## src/rtl/alu_switch_top.sv

```systemverilog
// ============================================================================
// Module : alu_switch_top
// Switch-loaded A/B/OP capture registers feeding a combinational ALU to LEDs.
// Rev    : 1.0
// ============================================================================
`default_nettype none

module alu_switch_top #(
   parameter int NB_BTN = 3,
   parameter int NB_OP  = 6,
   parameter int NB_AB  = 6
) (
   input  logic              clock,
   input  logic              i_reset,
   input  logic [NB_AB-1:0]  i_sw,
   input  logic [NB_BTN-1:0] i_btn,
   output logic [NB_AB-1:0]  o_led
);

   localparam logic [NB_OP-1:0] c_OP_ADD = NB_OP'(6'b100000);
   localparam logic [NB_OP-1:0] c_OP_SUB = NB_OP'(6'b100010);
   localparam logic [NB_OP-1:0] c_OP_AND = NB_OP'(6'b100100);
   localparam logic [NB_OP-1:0] c_OP_OR  = NB_OP'(6'b100101);
   localparam logic [NB_OP-1:0] c_OP_XOR = NB_OP'(6'b100110);
   localparam logic [NB_OP-1:0] c_OP_NOR = NB_OP'(6'b100111);
   localparam logic [NB_OP-1:0] c_OP_SRA = NB_OP'(6'b000011);
   localparam logic [NB_OP-1:0] c_OP_SRL = NB_OP'(6'b000010);

   logic [NB_AB-1:0] r_a;
   logic [NB_AB-1:0] r_b;
   logic [NB_OP-1:0] r_op;
   logic [NB_AB-1:0] w_led;

   // Buttons are level-sampled and independent; reset overrides all of them.
   always_ff @(posedge clock) begin
      if (i_reset) begin
         r_a  <= '0;
         r_b  <= '0;
         r_op <= '0;
      end else begin
         if (i_btn[0]) r_a  <= i_sw;
         if (i_btn[1]) r_b  <= i_sw;
         if (i_btn[2]) r_op <= i_sw[NB_OP-1:0];
      end
   end

   // Shift amount is the full value of B, so large B naturally saturates.
   always_comb begin
      w_led = '0;
      case (r_op)
         c_OP_ADD: w_led = r_a + r_b;
         c_OP_SUB: w_led = r_a - r_b;
         c_OP_AND: w_led = r_a & r_b;
         c_OP_OR:  w_led = r_a | r_b;
         c_OP_XOR: w_led = r_a ^ r_b;
         c_OP_NOR: w_led = ~(r_a | r_b);
         c_OP_SRA: w_led = $signed(r_a) >>> r_b;
         c_OP_SRL: w_led = r_a >> r_b;
         default:  w_led = '0;
      endcase
   end

   assign o_led = w_led;

endmodule

`default_nettype wire

```

## config.mk

```make
export PLATFORM = sky130hd
export DESIGN_NAME = alu_switch_top
export DESIGN_NICKNAME = d
export VERILOG_FILES = /design/src/rtl/alu_switch_top.sv
export SDC_FILE = /design/constraint.sdc
export NUM_CORES = 1
export LEC_CHECK = 0
export BUFFER_PORTS_ARGS = -buffer_cell sky130_fd_sc_hd__buf_2
export CAP_MARGIN = 15
export CORE_MARGIN = 3
export CORE_UTILIZATION = 64
export CTS_BUF_LIST = sky130_fd_sc_hd__clkbuf_16
export CTS_CLUSTER_DIAMETER = 150
export DETAILED_ROUTE_END_ITERATION = 7
export GPL_TIMING_DRIVEN = 0
export PLACE_DENSITY_LB_ADDON = 0.12
export SKIP_CTS_REPAIR_TIMING = 1
export SLEW_MARGIN = 20
export SYNTH_ARGS = -nofsm -noshare
export SYNTH_HDL_FRONTEND = slang
export SYNTH_SLANG_ARGS = --single-unit
export TNS_END_PERCENT = 30
```

## constraint.sdc

```tcl
create_clock -name clock -period 4.2 [get_ports clock]
set_input_delay 0 -clock clock [delete_from_list [all_inputs] [get_ports clock]]
set_output_delay 0 -clock clock [all_outputs]
set_load 0.005 [all_outputs]
```

==> results of run 1 <==
report_power, final:
group	switching (mW)	internal [mW]
logic	0.104	0.0864
clock network	0.0584	0.126
registers	0.0195	0.181
state kept, by name (all words and copies together) (netlist names):
signal	flops
r_a	6
r_b	6
r_op	6
stage by stage:
step,utilization [%],power [mW]
6_report,76.7,0.576
3_5_place_dp,73.6,0.388
2_1_floorplan,-,0.343
4_1_cts,76.7,0.573
3_3_place_gp,73.6,0.379
5_1_grt,76.7,0.609
placed cells by master, fill, tap and decap left out, types with 3 or more instances in the layout:
cell type	instances
mux2i_1	25
xor2_1	5
a31oi_1	4
nand4_1	3
o21ai_0	4
clkbuf_16	3
nand3_1	4
clkbuf_1	8
a21oi_1	8
nor2b_1	4
nor2_1	38
nand2_1	4
inv_1	13
ha_1	18
nor4_1	4
nor3_1	5
o22ai_1	4
buf_2	13
xnor2_1	8
a211oi_1	6
dfxtp_1	18
cell families after synthesis:
| family | Yosys count | share of synthesized area (%) |
|---|---|---|
| AND/OR/NAND/NOR | 75 | 20.5 |
| AO/OA/AOI/OAI | 39 | 14.5 |
| multiplexers | 29 | 17.6 |
| buffers and inverters | 27 | 7.61 |
| adder cells (fa/ha/maj) | 19 | 13.6 |
| flip-flops | 18 | 19.9 |
| XOR/XNOR | 13 | 6.29 |
per-layer routing:
metal  vias up  track usage [%]  wire (µm)  part of all wire (%)
met5         -                0          0                     0
met4         0             14.6        160                   3.3
met3        22             4.14        319                   6.6
met2        91             51.9       2300                    48
met1       817             37.1       2020                    42
li1        823                -          -                     -
worst register-to-register path: stages, from the launching register on:
cell	delay, ns
dfxtp_1	0.48
clkbuf_1	0.50
mux2i_1	0.16
nor2_1	0.11
layout make-up:
cell class / instances / area, µm²
buffer: 14 / 88.8
clock buffer: 3 / 75.1
clock inverter: 1 / 3.75
fill: 184 / 604
inverter: 13 / 48.8
multi-input combinational: 175 / 1310
sequential: 18 / 360
tap: 30 / 37.5
timing repair buffer: 12 / 60.1
how the worst max path moves through the flow:
stage | startpoint | to | cells after the start
final | r_b[0] | o_led[3] | 10
after global placement | r_b[0] | o_led[3] | 10
after floorplan | r_b[0] | o_led[3] | 9
after global routing | r_b[0] | o_led[3] | 10
after CTS | r_b[0] | o_led[3] | 10
after detailed placement | r_b[0] | o_led[3] | 10
==> summary.md, run 1 <==
| Metric | Value |
|---|---|
| Area share of the largest cell type after synthesis | 19.9% |
| Critical Path Slowest Stage Cell | or4_1 |
| Diodes inserted | 0 |
| Worst R2R Path Depth | 3 |
| Worst-Skew Late Latency | between 0.2 and 0.3 ns |
| Setup Viol. Count Final | 0 |
| Global-route wire length before repair | 8190 µm |
| Syn Nets | 250 |
| Drt wl/cell | 18.0 µm |
| Via density | about 6.6 |
| Initial drt markers | 165 |
| Worst min-delay path startpoint | i_sw[2] |
| Top delay family on crit path | buffers and inverters |
| Critical Path Start Type | flip-flop |
| Final Critical Period | between 3 and 4 ns |
| Relative slew slack | about three fifths |
| Post-route cell area | between 1500 and 2000 µm² |
| Die X | between 50 and 60 µm |
| Leakage Power | 0.860 nW |
| Clock tree buffer depth | 2 |
| Commonest cells in the netlist | 38 x nor2_1, 25 x mux2i_1, 18 x dfxtp_1, 18 x ha_1, 13 x inv_1 |
| Dpl ws | around 1.2 ns |
| Clock sinks | 18 |
| Number of top-level pins | 17 |
| Final clock skew | 0 ns |
| Asr flop ratio synth | 0% |
| Total Wirelength | between 4000 and 5000 µm |
| GRT Overall Usage | 30.3% |
| Vias in the first global route | 1775 |
| Nets@finish | 267 |
| Seq/Total Area, Yosys | 19.9% |
| Crit end category | output pin |
| MaxCap Viol Count | 0 |
| Syn Area/Cell | 8.22 µm² |
| Final ANT Viol Nets | 0 |
| CP Cell Sequence | clkbuf_1, inv_1, ha_1, mux2i_1, ha_1, nor2b_1, o21ai_0, a211oi_1, or4_1, buf_2 |
| Detailed Place HPWL | approximately 3600 µm |
| Die area | around 3500 µm² |
| Hold Path Class | input pin to flip-flop |
| Unrepaired setup endpoints after global routing | false |
| CTS tree | yes |
| Largest area contributor in the netlist | dfxtp_1 |
| VDD IR-drop max | 0.000347 V |
| Worst flop-to-flop path endpoint | r_b[0] |
| Antenna violations before repair | 0 |
| RR Startpoint | r_b[0] |
| WHS Endpoint | r_a[2] |
| Die Y | 59.2 µm |
| Period utilization | 78.1% |
| Synthesized instance count | 220 |
| FP Rows | 18 |
| Port bufs | 12 |
| Final worst slack | 0.920 ns |
| H-tree levels | 1 |
| Slew Limit Fails | 0 |
| Crit path DAT | 3.28 ns |
| CP bufs+invs | 3 |
| Hold path cells | 3 |
| Inst Count DP | 262 |
| Clk root buf | clkbuf_16 |
| Critical Path RT | 4.20 ns |
| Status | finished clean |
| Power density cells | 290 nW/µm² |
| Core area | 2590 µm² |
| Post-DP Area | 1910 µm² |
| Biggest cell delay along the critical path | 0.53 ns |
| DRC viols | 0 |
| Netlist cell types | 47 |
| Top cells by area, synth | dfxtp_1 20%, mux2i_1 14%, ha_1 12%, nor2_1 7.9%, xnor2_1 3.9% |
| Layout cell share with drive strength beyond 1 | 12.3% |
| CP dominant cell by count | ha_1 |
| Mapped cell area | around 1800 µm² |
| Warnings from Yosys | 0 |
| Layout Cells excl Fill | 266 |
| Worst slew pin tran | just over 0.6 ns |
| Clk slew on worst S/H paths | 0.05 ns |
| CP Class | flip-flop to output pin |
| TNS Setup | 0 ns |
| Flop2flop setup slack | 2.89 ns |
| Final hold vios | 0 |
| Final hold slack | 0.0341 ns |
| Area Overhead vs Synth | 9.75% |
| GPL Wtd Cong | roughly 0.91 |
| Total grt overflow | 0 |
| Post-synth EDFFs | 0 |
| CTS Buf Count | 3 |
| Ys flop type | dfxtp_1 |
| Register bit total from synthesis | 18 |
| Worst-path maximum fanout | 10 |
| Cell with the most instances after synthesis | nor2_1 |
| Initial core utilization | 69.9% |
| First-pass iteration count of the detailed router | 4 |
| Highest clock rate | roughly 0.30 GHz |
| Via Count | ~1800 |
| Largest net degree at the start of global routing | 11 |
No activity file was read; power rests on OpenSTA's default activity.
==> inputs of run 2 (changes only) <==
CORE_UTILIZATION = 54   (was 64)
clock period = 2.6 ns   (was 4.2 ns; I/O delays follow)
==> summary.md, run 2 (same netlist as run 1, synthesis figures left out) <==
| Metric | Value |
|---|---|
| Layout Cells excl Fill | 289 (+8.6%) |
| Number of top-level pins | 17 (unchanged) |
| Die Y | 63.9 µm (+8.0%) |
| Most common cell after layout, fill and taps aside | nor2_1 |
| Flop2flop setup slack | 1.39 ns (-1.50 ns) |
| Regs by FF count | r_a: 6 flops, r_b: 6 flops, r_op: 6 flops |
| Top delay family on crit path | adder cells |
| Final clock skew | 0 ns (unchanged) |
| Total Wirelength | 4790 µm (-0.15%) |
| Crit path DAT | 2.61 ns (-0.67 ns) |
| RR Startpoint | r_op[0] |
| Via density | 5.91 (-10%) |
| Post-DP Area | 1920 µm² (+0.92%) |
| FP Rows | 20 (+2) |
| First-pass iteration count of the detailed router | 4 (unchanged) |
| Hold Path Class | input pin to flip-flop |
| Worst slew pin tran | 0.605 ns (-0.00358 ns) |
| Nets@finish | 276 (+3.4%) |
| CP bufs+invs | 4 (+1) |
| Slew Limit Fails | 0 (unchanged) |
| Drt wl/cell | 16.6 µm (-8.1%) |
| Core area | 3130 µm² (+21%) |
| GRT Overall Usage | 23.2% (-7.1 points) |
| Vias in the first global route | 1565 (-12%) |
| Worst R2R Path Depth | 5 (+2) |
| Final hold slack | 0.0193 ns (-0.0147 ns) |
| MaxCap Viol Count | 0 (unchanged) |
| DRC viols | 0 (unchanged) |
| Total grt overflow | 0 (unchanged) |
| Die X | 63.9 µm (+8.0%) |
| Layout cell share with drive strength beyond 1 | 23.7% (+11 points) |
| Failing checks | setup timing |
| VDD IR-drop max | 0.000487 V (+40%) |
| Most frequent cells in the layout | 38 x nor2_1, 24 x mux2i_1, 17 x ha_1, 13 x buf_2 |
| Detailed Place HPWL | 3490 µm (-3.5%) |
| Crit end category | output pin |
| Initial core utilization | 57.8% (-12 points) |
| Period utilization | 100% |
| Final hold vios | 0 (unchanged) |
| Final Critical Period | 2.61 ns |
| Clk root buf | clkbuf_16 |
| Clk slew on worst S/H paths | 0.05 ns (about the same) |
| H-tree levels | 1 (unchanged) |
| Via Count | 1708 (-2.6%) |
| Hold path cells | 3 (unchanged) |
| Power density cells | 451 nW/µm² (+55%) |
| # fillers | 279 (+52%) |
| Biggest cell delay along the critical path | 0.37 ns (-0.16 ns) |
| Global-route wire length before repair | 7580 µm (-7.5%) |
| Status | complete, but fails checks |
| Port bufs | 12 (unchanged) |
| Worst min-delay path startpoint | i_sw[2] |
| Clock tree buffer depth | 2 (unchanged) |
| Final core occ | 69.7% (-7.0 points) |
| CP Class | flip-flop to output pin |
| Worst flop-to-flop path endpoint | r_op[0] |
| Unrepaired setup endpoints after global routing | true |
| Post-route cell area | 2180 µm² (+9.8%) |
| Initial drt markers | 125 (-24%) |
| Critical Path RT | 2.60 ns (-1.60 ns) |
| CTS Buf Count | 3 (unchanged) |
| Worst-Skew Late Latency | 0.25 ns (about the same) |
| Leakage Power | 0.938 nW (+9.1%) |
| Setup Viol. Count Final | 1 (+1) |
| Highest clock rate | between 0.3 and 0.4 GHz |
| WHS Endpoint | r_a[2] |
| Antenna violations before repair | 0 (unchanged) |
| Inst Count DP | 276 (+5.3%) |
| CTS tree | yes |
| Final ANT Viol Nets | 0 (unchanged) |
| GPL Wtd Cong | 0.936 (+2.3%) |
| Relative slew slack | 59.3% (+0.24 points) |
| Dpl ws | -0.439 ns (-1.63 ns) |
| Final worst slack | -0.00616 ns (-0.926 ns) |
| CP Cell Sequence | buf_8, inv_1, ha_4, mux2i_4, buf_4, fa_2, a21o_1, a21oi_2, xor2_1, nor2_1, a211o_1, buf_2 |
| Largest net degree at the start of global routing | 11 (unchanged) |
| Diodes inserted | 0 (unchanged) |
| Critical Path Start Type | flip-flop |
| Area Overhead vs Synth | 20.5% |
| Clock sinks | 18 (unchanged) |
| Die area | 4080 µm² (+17%) |
| Worst-path maximum fanout | 10 (unchanged) |
| Critical Path Slowest Stage Cell | dfxtp_4 |
## run 2: worst min-delay path: cells and delay by family
kind,cells,cell delay (ns)
buffers and inverters,1,0.10
AND/OR/NAND/NOR,1,0.07
multiplexers,1,0.06
## run 2: how the worst max path moves through the flow
| stage | startpoint | end | depth (start not counted) |
|---|---|---|---|
| 6_report | r_b[0] | o_led[4] | 12 |
| 3_5_place_dp | r_b[0] | o_led[3] | 10 |
| 5_1_grt | r_op[5] | o_led[3] | 10 |
| 3_3_place_gp | r_b[0] | o_led[3] | 10 |
| 4_1_cts | r_b[0] | o_led[3] | 10 |
| 2_1_floorplan | r_b[0] | o_led[3] | 9 |
## run 2: metrics by stage
step / power (mW) / setup TNS, ns
floorplan: 0.553 / 0
global placement: 0.619 / -1.04
detailed placement: 0.623 / -1.14
CTS: 0.927 / -2.37
global route: 1.04 / -0.403
finish: 0.982 / -0.00616
## run 2: power breakdown
part	total (mW)	internal, mW	switching [mW]
clock	0.303	0.204	0.0990
combinational	0.355	0.174	0.181
sequential	0.324	0.293	0.0309
total	0.982	0.671	0.311
## run 2: final cells by class
cell class,instances,area (µm²),area share [%]
Timing Repair Buffer,21,128,5.86
Buffer,14,109,4.99
Clock inverter,1,3.75,0.172
Multi-Input combinational cell,175,1390,63.7
Tap cell,44,55.1,2.53
Clock buffer,3,75.1,3.44
Sequential cell,18,373,17.1
Inverter,13,48.8,2.24
## run 2: layer usage
| layer | GRT usage (%) | wire length, µm |
|---|---|---|
| met1 | 30.6 | 2140 |
| met2 | 38.1 | 2310 |
| met3 | 3.16 | 250 |
| met4 | 8.89 | 95 |
| met5 | 0 | 0 |
==> inputs of run 3 (changes only) <==
CORE_UTILIZATION = 56   (was 54)
CTS_BUF_LIST = sky130_fd_sc_hd__clkbuf_4   (was sky130_fd_sc_hd__clkbuf_16)
==> summary.md, run 3 (same netlist as run 1, synthesis figures left out) <==
| Metric | Value |
|---|---|
| Critical Path RT | 2.60 ns (about the same) |
| FP Rows | 20 (unchanged) |
| Worst slew pin tran | 0.534 ns (-0.0710 ns) |
| GPL Wtd Cong | 0.951 (+1.6%) |
| Die area | 3950 µm² (-3.2%) |
| Port bufs | 12 (unchanged) |
| Critical Path Slowest Stage Cell | or4_1 |
| Most frequent cells in the layout | 38 x nor2_1, 24 x mux2i_1, 17 x ha_1, 13 x inv_1, 13 x buf_2 |
| Status | complete, but fails checks |
| Highest clock rate | 0.389 GHz (+1.5%) |
| Via Count | 1709 (+0.059%) |
| Inst Count DP | 276 (unchanged) |
| Layout cell share with drive strength beyond 1 | 23.9% (+0.21 points) |
| Global-route wire length before repair | 7690 µm (+1.5%) |
| Setup Viol. Count Final | 0 (-1) |
| Failing checks | hold timing |
| Slew Limit Fails | 0 (unchanged) |
| Area Overhead vs Synth | 18.6% |
| Top delay family on crit path | simple AND/OR/NAND/NOR gates |
| Worst-Skew Late Latency | 0.28 ns (+0.03 ns) |
| CP Cell Sequence | nor3b_4, and2_4, mux2i_4, ha_1, nor2b_2, o21ai_1, a211oi_2, or4_1, buf_2 |
| Period utilization | 98.8% (-1.5 points) |
| Relative slew slack | 64.4% (+5.1 points) |
| CTS Buf Count | 3 (unchanged) |
| Number of top-level pins | 17 (unchanged) |
| Crit end category | output pin |
| Most common cell after layout, fill and taps aside | nor2_1 |
| Clk root buf | clkbuf_4 |
| Detailed Place HPWL | 3460 µm (-0.88%) |
| Unrepaired setup endpoints after global routing | true |
| DRC viols | 0 (unchanged) |
| Crit path DAT | 2.57 ns (-0.04 ns) |
| Die Y | 62.8 µm (-1.6%) |
| Initial core utilization | 58.8% (+0.94 points) |
| Final clock skew | 0 ns (unchanged) |
| Clk slew on worst S/H paths | 0.10 ns (+0.05 ns) |
| CTS tree | yes |
| Total power draw | 0.799 mW (-19%) |
| MaxCap Viol Count | 0 (unchanged) |
| Total grt overflow | 0 (unchanged) |
| Final hold vios | 6 (+6) |
| First-pass iteration count of the detailed router | 4 (unchanged) |
| CP Class | flip-flop to output pin |
| Antenna violations before repair | 0 (unchanged) |
| Total Wirelength | 4700 µm (-1.9%) |
| Power density cells | 372 nW/µm² (-17%) |
| CP bufs+invs | 1 (-3) |
| Die X | 62.8 µm (-1.6%) |
| GRT Overall Usage | 23.9% (+0.66 points) |
| Drt wl/cell | 16.2 µm (-2.6%) |
| H-tree levels | 1 (unchanged) |
| Diodes inserted | 0 (unchanged) |
| Largest net degree at the start of global routing | 11 (unchanged) |
| Layout Cells excl Fill | 291 (+0.69%) |
| Biggest cell delay along the critical path | 0.39 ns (+0.02 ns) |
| Final hold slack | -0.0261 ns (-0.0454 ns) |
| Worst-path maximum fanout | 6 (-4) |
| Leakage Power | 0.924 nW (-1.5%) |
| Hold Path Class | input pin to flip-flop |
| Vias in the first global route | 1670 (+6.7%) |
| VDD IR-drop max | 0.000333 V (-32%) |
| Final ANT Viol Nets | 0 (unchanged) |
| Clock sinks | 18 (unchanged) |
| Core area | 3080 µm² (-1.6%) |
| Final Critical Period | 2.57 ns (-0.0378 ns) |
| Regs by FF count | r_a: 6 flops, r_b: 6 flops, r_op: 6 flops |
| Via density | 5.87 (-0.63%) |
| Initial drt markers | 94 (-25%) |
| Nets@finish | 278 (+0.72%) |
| Critical Path Start Type | flip-flop |
| Clock tree buffer depth | 2 (unchanged) |
[run 3: cell types whose count changed in the layout (fill, tap and decap cells not counted), sizes merged]
cell,previous run,this run
buf,28,27
clkbuf,10,11
dlygate4sd3,0,2
[run 3: area by class of cell]
| class | instances | area, µm² |
|---|---|---|
| inverters | 13 | 48.8 |
| repair buffers | 24 | 155 |
| fillers | 271 | 932 |
| clock buffers | 3 | 22.5 |
| clock inverters | 1 | 3.75 |
| flip-flops and latches | 18 | 383 |
| well taps | 44 | 55.1 |
| plain buffers | 13 | 90.1 |
| multi-input cells | 175 | 1390 |
[run 3: power by group]
part           leakage [nW]  switching [mW]  internal [mW]
sequential            0.153          0.0330          0.291
clock                0.0154          0.0824         0.0557
combinational         0.756           0.172          0.165
[run 3: through the flow]
stage / area, µm² / utilization [%] / TNS (ns) / worst slack (ns) / hold slack [ns]
2_1_floorplan: 1810 / - / 0 / 0.0896 / 0.147
3_3_place_gp: 1920 / 62.5 / -0.994 / -0.395 / 0.271
3_5_place_dp: 1920 / 62.5 / -1.05 / -0.420 / 0.280
4_1_cts: 1950 / 63.4 / -2.56 / -0.765 / -0.0239
5_1_grt: 2150 / 69.7 / -0.293 / -0.110 / -0.000554
6_report: 2150 / 69.7 / 0 / 0.0316 / -0.0261
[run 3: final timing paths]
check / startpoint / end / slack (ns) / cells after the start
worst min register to register: r_op[5] / r_op[5] / 0.55 / 2
worst max-delay path: r_op[5] / o_led[3] / 0.03 / 9
worst max register to register: r_a[5] / r_a[5] / 1.39 / 3
worst min-delay path: i_sw[2] / r_op[2] / -0.03 / 3
[run 3: worst register-to-register path, delay by kind of cell, from the launching register on]
| kind | cells | cell delay (ns) |
|---|---|---|
| simple gates | 1 | 0.10 |
| buf+inv | 1 | 0.40 |
| flops | 1 | 0.52 |
| mux | 1 | 0.13 |
[run 3: layer usage]
layer	wire length [µm]	up-vias	GRT usage, %
li1	-	844	-
met1	2040	784	31.6
met2	2290	66	40.1
met3	297	15	2.34
met4	81	0	8.54
met5	0	-	0
